## config.mk

```make
export PLATFORM = sky130hd
export DESIGN_NAME = painterengine_gpu_dma_reader_mc
export DESIGN_NICKNAME = d
export VERILOG_FILES = /design/src/rtl/painterengine_gpu_dma_reader_mc.sv
export SDC_FILE = /design/constraint.sdc
export NUM_CORES = 1
export LEC_CHECK = 0
export BUFFER_PORTS_ARGS = -buffer_cell sky130_fd_sc_hd__buf_2
export CAP_MARGIN = 0
export CORE_AREA = 2 2 197 199
export DETAILED_ROUTE_END_ITERATION = 7
export DIE_AREA = 0 0 199 201
export MAX_ROUTING_LAYER = met4
export PLACE_DENSITY = 0.68
export SLEW_MARGIN = 20
export SYNTH_ARGS = -nofsm -noshare
export SYNTH_HDL_FRONTEND = slang
export SYNTH_SLANG_ARGS = --single-unit
```

## constraint.sdc

```tcl
create_clock -name i_wire_clock -period 5.4 [get_ports i_wire_clock]
set_clock_uncertainty 0.05 [all_clocks]
set_input_delay 0.54 -clock i_wire_clock [delete_from_list [all_inputs] [get_ports i_wire_clock]]
set_output_delay 0.54 -clock i_wire_clock [all_outputs]
set_load 0.01 [all_outputs]
```

## src/rtl/painterengine_gpu_dma_reader_mc.sv

```systemverilog
// Multi-channel AXI4 burst read DMA: one-hot selected requester, 4 KB-safe bursts,
// slave-response / RLAST / timeout checking, per-channel streaming with backpressure.
module painterengine_gpu_dma_reader_mc #(
    parameter int CHANNELS     = 4,
    parameter int DATA_WIDTH   = 32,
    parameter int MAX_BURST    = 256,
    parameter int TIMEOUT_BITS = 19
) (
    input  logic                           i_wire_clock,
    input  logic                           i_wire_reset,
    input  logic                           i_wire_start,
    input  logic                           i_wire_ack,
    input  logic [CHANNELS-1:0]            i_wire_router,
    input  logic [CHANNELS*32-1:0]         i_wire_address,
    input  logic [CHANNELS*32-1:0]         i_wire_length,
    output logic [CHANNELS*DATA_WIDTH-1:0] o_wire_data,
    output logic [CHANNELS-1:0]            o_wire_data_valid,
    input  logic [CHANNELS-1:0]            i_wire_data_next,
    output logic                           o_wire_busy,
    output logic                           o_wire_done,
    output logic                           o_wire_error,
    output logic [2:0]                     o_wire_error_type,
    output logic                           o_wire_M_AXI_ARID,
    output logic [31:0]                    o_wire_M_AXI_ARADDR,
    output logic [7:0]                     o_wire_M_AXI_ARLEN,
    output logic [2:0]                     o_wire_M_AXI_ARSIZE,
    output logic [1:0]                     o_wire_M_AXI_ARBURST,
    output logic                           o_wire_M_AXI_ARLOCK,
    output logic [3:0]                     o_wire_M_AXI_ARCACHE,
    output logic [2:0]                     o_wire_M_AXI_ARPROT,
    output logic [3:0]                     o_wire_M_AXI_ARQOS,
    output logic                           o_wire_M_AXI_ARVALID,
    input  logic                           i_wire_M_AXI_ARREADY,
    input  logic                           i_wire_M_AXI_RID,
    input  logic [DATA_WIDTH-1:0]          i_wire_M_AXI_RDATA,
    input  logic [1:0]                     i_wire_M_AXI_RRESP,
    input  logic                           i_wire_M_AXI_RLAST,
    input  logic                           i_wire_M_AXI_RVALID,
    output logic                           o_wire_M_AXI_RREADY
);
    localparam int BYTES    = DATA_WIDTH / 8;
    localparam int SIZE_LOG = $clog2(BYTES);
    localparam int IDX_W    = (CHANNELS > 1) ? $clog2(CHANNELS) : 1;

    localparam logic [2:0] ERR_NONE     = 3'd0;
    localparam logic [2:0] ERR_ROUTER   = 3'd1;
    localparam logic [2:0] ERR_PARAM    = 3'd2;
    localparam logic [2:0] ERR_AR_TMO   = 3'd3;
    localparam logic [2:0] ERR_R_TMO    = 3'd4;
    localparam logic [2:0] ERR_PROTOCOL = 3'd5;
    localparam logic [2:0] ERR_RESP     = 3'd6;

    typedef enum logic [2:0] {
        ST_IDLE, ST_CHECK, ST_CALC, ST_ADDR, ST_DATA, ST_DONE, ST_ERROR
    } state_t;

    state_t                  state, state_next;
    logic [2:0]              error_type_q, error_type_next;
    logic [IDX_W-1:0]        idx_q, sel_idx;
    logic [31:0]             addr_q, remain_q, sel_addr, sel_len;
    logic [12:0]             burst_q, beat_q, beats4k, burst_calc;
    logic [TIMEOUT_BITS-1:0] tcnt_q;
    logic                    arvalid_q;
    logic [31:0]             araddr_q;
    logic [7:0]              arlen_q;
    logic                    router_onehot, ar_hs, r_rdy, r_hs, last_cnt, timeout_hit;
    logic                    unused_rid;

    // Beats in this burst: the smallest of what is left, the burst cap and the room to the 4 KB page end.
    function automatic logic [12:0] sat_burst(input logic [31:0] remain, input logic [12:0] room);
        logic [12:0] cap;
        cap = (13'(MAX_BURST) < room) ? 13'(MAX_BURST) : room;
        return (remain < {19'd0, cap}) ? remain[12:0] : cap;
    endfunction

    always_comb begin
        sel_addr = '0;
        sel_len  = '0;
        sel_idx  = '0;
        for (int i = 0; i < CHANNELS; i++) begin
            if (i_wire_router[i]) begin
                sel_addr = i_wire_address[i*32 +: 32];
                sel_len  = i_wire_length[i*32 +: 32];
                sel_idx  = IDX_W'(i);
            end
        end
    end

    assign router_onehot = (i_wire_router != '0) &&
                           ((i_wire_router & (i_wire_router - CHANNELS'(1))) == '0);
    assign beats4k     = (13'd4096 - {1'b0, addr_q[11:0]}) >> SIZE_LOG;
    assign burst_calc  = sat_burst(remain_q, beats4k);
    assign ar_hs       = (state == ST_ADDR) && arvalid_q && i_wire_M_AXI_ARREADY;
    assign r_rdy       = (state == ST_DATA) && i_wire_data_next[idx_q];
    assign r_hs        = r_rdy && i_wire_M_AXI_RVALID;
    assign last_cnt    = (beat_q == burst_q - 13'd1);
    assign timeout_hit = tcnt_q[TIMEOUT_BITS-1];
    assign unused_rid  = i_wire_M_AXI_RID;

    always_comb begin
        state_next      = state;
        error_type_next = error_type_q;
        case (state)
            ST_IDLE: if (i_wire_start) begin
                if (router_onehot) begin
                    state_next = ST_CHECK;
                end else begin
                    state_next      = ST_ERROR;
                    error_type_next = ERR_ROUTER;
                end
            end
            ST_CHECK: begin
                if ((addr_q[SIZE_LOG-1:0] != '0) || (remain_q == '0)) begin
                    state_next      = ST_ERROR;
                    error_type_next = ERR_PARAM;
                end else begin
                    state_next = ST_CALC;
                end
            end
            ST_CALC: state_next = ST_ADDR;
            ST_ADDR: begin
                if (ar_hs) begin
                    state_next = ST_DATA;
                end else if (timeout_hit) begin
                    state_next      = ST_ERROR;
                    error_type_next = ERR_AR_TMO;
                end
            end
            ST_DATA: begin
                if (r_hs) begin
                    if (i_wire_M_AXI_RRESP != 2'b00) begin
                        state_next      = ST_ERROR;
                        error_type_next = ERR_RESP;
                    end else if (i_wire_M_AXI_RLAST != last_cnt) begin
                        state_next      = ST_ERROR;
                        error_type_next = ERR_PROTOCOL;
                    end else if (last_cnt) begin
                        state_next = (remain_q == {19'd0, burst_q}) ? ST_DONE : ST_CALC;
                    end
                end else if (timeout_hit) begin
                    state_next      = ST_ERROR;
                    error_type_next = ERR_R_TMO;
                end
            end
            ST_DONE: if (i_wire_ack) state_next = ST_IDLE;
            ST_ERROR: if (i_wire_ack) begin
                state_next      = ST_IDLE;
                error_type_next = ERR_NONE;
            end
            default: state_next = ST_IDLE;
        endcase
    end

    always_ff @(posedge i_wire_clock) begin
        if (i_wire_reset) begin
            state        <= ST_IDLE;
            error_type_q <= ERR_NONE;
        end else begin
            state        <= state_next;
            error_type_q <= error_type_next;
        end
    end

    // Stall counter only measures uninterrupted waiting within one ADDR or DATA visit.
    always_ff @(posedge i_wire_clock) begin
        if (i_wire_reset || ar_hs || r_hs || (state_next != state)) begin
            tcnt_q <= '0;
        end else if ((state == ST_ADDR) || (state == ST_DATA)) begin
            tcnt_q <= tcnt_q + TIMEOUT_BITS'(1);
        end
    end

    always_ff @(posedge i_wire_clock) begin
        if (i_wire_reset) begin
            arvalid_q <= 1'b0;
            araddr_q  <= '0;
            arlen_q   <= '0;
        end else if (state == ST_CALC) begin
            arvalid_q <= 1'b1;
            araddr_q  <= addr_q;
            arlen_q   <= 8'(burst_calc - 13'd1);
        end else if ((state == ST_ADDR) && (state_next != ST_ADDR)) begin
            arvalid_q <= 1'b0;
        end
    end

    always_ff @(posedge i_wire_clock) begin
        case (state)
            ST_IDLE: if (i_wire_start) begin
                idx_q    <= sel_idx;
                addr_q   <= sel_addr;
                remain_q <= sel_len;
            end
            ST_CALC: burst_q <= burst_calc;
            ST_ADDR: if (ar_hs) beat_q <= '0;
            ST_DATA: if (r_hs) begin
                beat_q <= beat_q + 13'd1;
                if (last_cnt) begin
                    addr_q   <= addr_q + ({19'd0, burst_q} << SIZE_LOG);
                    remain_q <= remain_q - {19'd0, burst_q};
                end
            end
            default: ;
        endcase
    end

    always_comb begin
        o_wire_data       = '0;
        o_wire_data_valid = '0;
        if (state == ST_DATA) begin
            o_wire_data[int'(idx_q)*DATA_WIDTH +: DATA_WIDTH] = i_wire_M_AXI_RDATA;
            o_wire_data_valid[idx_q]                          = i_wire_M_AXI_RVALID;
        end
    end

    assign o_wire_busy          = (state != ST_IDLE) && (state != ST_DONE) && (state != ST_ERROR);
    assign o_wire_done          = (state == ST_DONE);
    assign o_wire_error         = (state == ST_ERROR);
    assign o_wire_error_type    = error_type_q;
    assign o_wire_M_AXI_ARID    = 1'b0;
    assign o_wire_M_AXI_ARADDR  = araddr_q;
    assign o_wire_M_AXI_ARLEN   = arlen_q;
    assign o_wire_M_AXI_ARSIZE  = 3'(SIZE_LOG);
    assign o_wire_M_AXI_ARBURST = 2'b01;
    assign o_wire_M_AXI_ARLOCK  = 1'b0;
    assign o_wire_M_AXI_ARCACHE = 4'b0010;
    assign o_wire_M_AXI_ARPROT  = 3'b000;
    assign o_wire_M_AXI_ARQOS   = 4'b0000;
    assign o_wire_M_AXI_ARVALID = arvalid_q;
    assign o_wire_M_AXI_RREADY  = r_rdy;
endmodule

```

* After elaboration in Yosys (flattened, before gate mapping)
Cells that the tools add are included.
Widths: inputs -> output; s select.
** Storage, ports and cells
- Logic and storage cells :: 139
- Register bits after elaboration :: 158
- Output and inout bits :: 198
** Cells by class
- Order comparisons :: 4
- Shift-type cells :: 2
- Bitwise logic cells :: 3
- Add/subtract/negate cells :: 9
- Eq/ne operators :: 24
- Reductions and logical operators :: 31
- Mux-type cells :: 54
** Operators by type and width (number)
- $mux 32 :: 14
- $and 128x128->128 :: 1
- $mux 128 :: 1
- $pmux 32 s2 :: 2
- $shift 32x33->128 const A :: 1
- $shiftx 32x33->128 :: 1
- $mux 3 :: 21
- $mux 13 :: 3
- $neg 7->33 :: 1
- $add 32x15->32 :: 1
- $eq 32x13->1 :: 1
- $logic_not 32->1 :: 1
- $lt 32x11->1 :: 1
- $sub 32x13->32 :: 1
- $pmux 13 s2 :: 1
- $add 19x1->19 const B :: 1
- $ne 2x2->1 const B :: 9
- $pmux 3 s6 :: 1
- $pmux 3 s5 :: 1
- $add 13x1->13 const B :: 1
- $eq 13x13->1 :: 1
- $sub 13x1->13 const B :: 1
- $sub 13x12->13 const A :: 1
- $lt 9x11->1 const A :: 1
- 31 further kinds :: 59

* Longest topological paths before layout
- Depth after elaboration :: 11
- Mapped depth :: 23
- Mapped depth without buffers :: 20

* Worst setup path before layout
Ideal clock, no wire load.
- Path kind :: reg2reg
- Start :: reg burst_q[0]
- End :: reg addr_q[10] (enable)
- Data arrival time :: 5.238 ns
- Stages on the path, launching flop included :: 8
- Slack :: -0.390 ns
- Setup time :: 0.502 ns
- Required time :: 4.848 ns
- Path buffers :: 1
- Clock period less this slack :: 5.790 ns
- Cells stage by stage :: edfxtp_1 > or4_1 > nor3_2 > a21oi_1 > a311o_1 > or4_1 > buf_2 > a21oi_1
** On the way
- Longest elaborated chain between the ends :: 4
** RTL lines
- start, declared :: line 61 : logic [12:0] burst_q, beat_q, beats4k, burst_calc;
- start signal, assigned :: line 194 : ST_CALC: burst_q <= burst_calc;
- $sub 13x1->13 :: line 96 : assign last_cnt = (beat_q == burst_q - 13'd1);
- $eq 13x13->1 :: line 96
- $ne 2x2->1 (no line)
- $reduce_and 4->1 (no line)
- end signal, assigned :: line 191 : addr_q <= sel_addr;
- end signal, assigned :: line 199 : addr_q <= addr_q + ({19'd0, burst_q} << SIZE_LOG);
- end, declared :: line 60 : logic [31:0] addr_q, remain_q, sel_addr, sel_len;
No other way between the ends.
A chain may end at the register's enable or synchronous reset.

* Worst setup path after layout
- Start :: reg addr_q[0]
- End :: reg arlen_q[6] (netlist: o_wire_M_AXI_ARLEN[6])
** On the way
- Longest elaborated chain between the ends :: 6
** RTL lines
- $sub 13x12->13 * :: line 91 : assign beats4k = (13'd4096 - {1'b0, addr_q[11:0]}) >> SIZE_LOG;
- $lt 9x11->1 :: line 72 : cap = (13'(MAX_BURST) < room) ? 13'(MAX_BURST) : room;
- $mux 11 * :: line 72
- $lt 32x11->1 :: line 73 : return (remain < {19'd0, cap}) ? remain[12:0] : cap;
- $mux 13 * :: line 73
- $sub 8x1->8 * :: line 181 : arlen_q <= 8'(burst_calc - 13'd1);
- end signal, assigned :: line 181
- end, declared :: line 65 : logic [7:0] arlen_q;
Mark *: on every way between the ends. The rest lies on a longest branch, timed or not.

==> impl_metrics.env <==
export IMPL_max_stage_delay_ns=0.59
export IMPL_p_leak_uw=0.00692
export IMPL_min_path_cells=3
export IMPL_layout_commonest_cell="buf_2"
export IMPL_layout_common_cells="buf_2 (483), nand2_1 (151), nor2_1 (149), and2_1 (135), a21oi_1 (132)"
export IMPL_async_reset_ff_share_pct=0
export IMPL_total_power_uw=4500
export IMPL_ys_types=67
export IMPL_grt_use_total_pct=24.0
export IMPL_synth_mux_area_share_pct=0.971
export IMPL_final_setup_tns_ns=0
export IMPL_die_w_um=199
export IMPL_clock_tree_buffer_depth=2
export IMPL_place_congestion=0.946
export IMPL_holdPathEnd="remain_q[8]$_DFFE_PP_"
export IMPL_layout_drive_gt1_share_pct=28.6
export IMPL_critPathCaptureType="flip-flop"
export IMPL_coreArea_sq_mm=0.0381
export IMPL_r2r_slack_ns=0.38
export IMPL_ys_seq_elements=158
export IMPL_clkPwrFrac_pct=28.1
export IMPL_synth_xor_area_share_pct=7.93
export IMPL_clock_sinks=158
export IMPL_cts_resized=0
export IMPL_power_frac_seq_pct=37.5
export IMPL_relSlewSlack_pct=37.0
export IMPL_swShare_pct=38.4
export IMPL_worstPathCellList="nor4_1 -> buf_4 -> nand3b_1 -> a211o_1 -> a221oi_1 -> nor2_1 -> or3b_2 -> ha_1 -> o211ai_1 -> a31o_2 -> a21oi_1 -> o21ai_1 -> buf_4 -> nor4_1 -> a21oi_1 -> ha_1 -> nand2_1 -> nor3_1 -> xnor2_1 -> nand2_1 -> o211ai_1 -> a21oi_1"
export IMPL_r2r_end="o_wire_M_AXI_ARLEN[6]$_SDFFE_PP0P_"
export IMPL_synthFlopType="edfxtp_1"
export IMPL_ctsHoldBuffers=0
export IMPL_num_vias=13200
export IMPL_cts_max_level=4
export IMPL_power_density_mw_per_mm2=284
export IMPL_worst_pin_slew_ns=0.945
export IMPL_cap_violations=0
export IMPL_ys_warnings_count=0
export IMPL_min_from="i_wire_length[104]"
export IMPL_die_area_sq_mm=0.0400
export IMPL_pwr_share_comb_pct=34.4
export IMPL_slowest_stage="a221oi_1"
export IMPL_min_path_type="input pin to flip-flop"
export IMPL_synth_compound_gate_area_share_pct=22.8
export IMPL_yosysTopAreaCell="edfxtp_1"
export IMPL_cts_tree="built"
export IMPL_grt_pass1_vias=12500
export IMPL_die_h_um=201
export IMPL_power_switching_uw=1730
export IMPL_crit_fanout=10
export IMPL_grt_pass1_wl_um=71900
export IMPL_routed_wl_um=47900
export IMPL_yosys_area_share_simple_pct=24.7
export IMPL_drtPass1Iterations=5
export IMPL_outcome="complete, no violations"
export IMPL_post_cts_buffers=0
export IMPL_peakVddDrop_uv=216
export IMPL_drt_initial_drc_count=997
export IMPL_rsz0062_at_grt="no"
export IMPL_synthCells=1534
export IMPL_final_hold_viol_count=0
export IMPL_drv_slew=0
export IMPL_setup_viol=0
export IMPL_syn_area_per_cell_sq_um=8.07
export IMPL_synth_top_family_by_area="simple AND/OR/NAND/NOR gates"
export IMPL_grt_start_max_net_pins=92
export IMPL_insertion_delay_ns=0.45
export IMPL_synth_area_leaders="edfxtp_1 (22%), dfxtp_1 (11%), and2_1 (6.8%), a21oi_1 (5.4%), a221o_1 (5.2%)"
export IMPL_clk_pin_slew_ns=0.08
export IMPL_worstPathArrival_ns=5.27
export IMPL_overflow=0
export IMPL_netlist_area_sq_mm=0.0124
export IMPL_rr_startpoint="addr_q[0]$_DFFE_PP_"
export IMPL_criticalPathCategory="flip-flop to flip-flop"
export IMPL_cp_required_ns=5.65
export IMPL_p_int_uw=2770
export IMPL_nets=2317
export IMPL_route_detailed_wl_per_inst_um=19.2
export IMPL_dpl_hpwl_um=37600
export IMPL_final_antenna_net_count=0
export IMPL_vias_per_cell=5.31
export IMPL_min_period_over_period_pct=92.9
export IMPL_synth_top_area_share_pct=22.3
export IMPL_yosysSeqAreaShare_pct=33.0
export IMPL_max_freq_ghz=0.199
export IMPL_root_buffer="clkbuf_16"
export IMPL_antenna_found_initial=2
export IMPL_syn_to_final_growth_pct=28.1
export IMPL_synth_edf_count=92
export IMPL_synth_fa_ha_area_share_pct=5.06
export IMPL_reg2reg_depth=22
export IMPL_critPathMostFrequentCell="a21oi_1"
export IMPL_cts_buffers=17
export IMPL_initial_core_util_pct=32.5
export IMPL_fin_crit_ns=5.02
export IMPL_fp_row_count=72
export IMPL_io_pins=504
export IMPL_cp_start_kind="flip-flop"
export IMPL_port_buffers=484
export IMPL_drc=0
[worst max-delay path: cells and delay by family (launching register included)]
kind,cells,cell delay [ns]
fa+ha+maj,2,0.58
buf+inv,2,0.38
compound gates,9,1.80
flops,1,0.46
simple gates,8,1.47
xor+xnor,1,0.15
[final cells by class]
class	instances	area [sq um]
diodes	2	5.00
clock buffers	19	475
clock inverters	13	136
fillers	3947	22300
inverters	43	161
multi-input cells	1233	7720
flip-flops and latches	158	4080
well taps	518	648
repair buffers	510	2620
[cell families after synthesis]
group           Yosys count
simple gates            613
buf+inv                 163
other cells               2
fa+ha+maj                49
compound gates          427
flops                   158
xor+xnor                112
mux                      10
[cell usage after synthesis (7+ instances only)]
library cell and count:
nand2_1 151, nor2_1 149, and2_1 135, a21oi_1 133, o21ai_0 98, clkbuf_1 95, edfxtp_1 92, dfxtp_1 66
a221o_1 64, a211oi_1 63, xor2_1 62, xnor2_1 50, ha_1 46, inv_1 42, nand3_1 40, nor3_1 25
and3_1 21, nor4_1 20, buf_4 18, nand4_1 16, nand2b_1 13, a21o_1 11, o21a_1 9, a31oi_1 8
o211ai_1 8, nor2b_1 7
[registers in the layout (all words and copies together), names as in the netlist]
| signal | flops |
|---|---|
| o_wire_M_AXI_ARLEN | 8 |
| burst_q | 13 |
| tcnt_q | 19 |
| addr_q | 32 |
| beat_q | 13 |
| idx_q | 2 |
| remain_q | 32 |
| o_wire_error_type | 3 |
| o_wire_M_AXI_ARVALID | 1 |
| o_wire_M_AXI_ARADDR | 32 |
| state | 3 |
[metrics by stage]
step                hold slack [ns]  instances  area (sq um)  util [%]  worst slack (ns)
global placement              0.394       2462         15200      40.0             0.505
floorplan                     0.422       1554         12500         -             0.314
finish                        0.392       2496         15900      41.6             0.381
CTS                           0.375       2494         15800      41.6             0.475
detailed placement            0.395       2462         15200      40.0             0.504
global route                  0.402       2496         15900      41.6           0.00704
[worst max path at each step]
stage,cells past startpoint,startpoint,end,slack [ns]
finish,22,addr_q[0]$_DFFE_PP_,o_wire_M_AXI_ARLEN[6]$_SDFFE_PP0P_,0.38
floorplan,21,addr_q[0]$_DFFE_PP_,o_wire_M_AXI_ARLEN[6]$_SDFFE_PP0P_,0.31
global route,22,addr_q[0]$_DFFE_PP_,o_wire_M_AXI_ARLEN[6]$_SDFFE_PP0P_,0.007
detailed placement,22,addr_q[0]$_DFFE_PP_,o_wire_M_AXI_ARLEN[6]$_SDFFE_PP0P_,0.50
global placement,22,addr_q[0]$_DFFE_PP_,o_wire_M_AXI_ARLEN[6]$_SDFFE_PP0P_,0.50
CTS,22,addr_q[0]$_DFFE_PP_,o_wire_M_AXI_ARLEN[6]$_SDFFE_PP0P_,0.47
[power groups by stage]
stage | logic, uW | registers [uW] | clock network [uW]
2_1_floorplan | 1020 | 1650 | 0
3_3_place_gp | 1520 | 1700 | 0
3_5_place_dp | 1540 | 1710 | 0
4_1_cts | 1550 | 1690 | 1280
5_1_grt | 1720 | 1710 | 1330
6_report | 1550 | 1690 | 1260
[per-layer routing]
metal / vias to the layer above / share of wire, % / track usage [%]
met5: - / 0 / -
met4: 0 / 2.7 / 7.92
met3: 57 / 5.1 / 2.69
met2: 477 / 48 / 38.6
met1: 6340 / 44 / 31.4
li1: 6370 / - / -
Power figures use the tool's default switching activity.
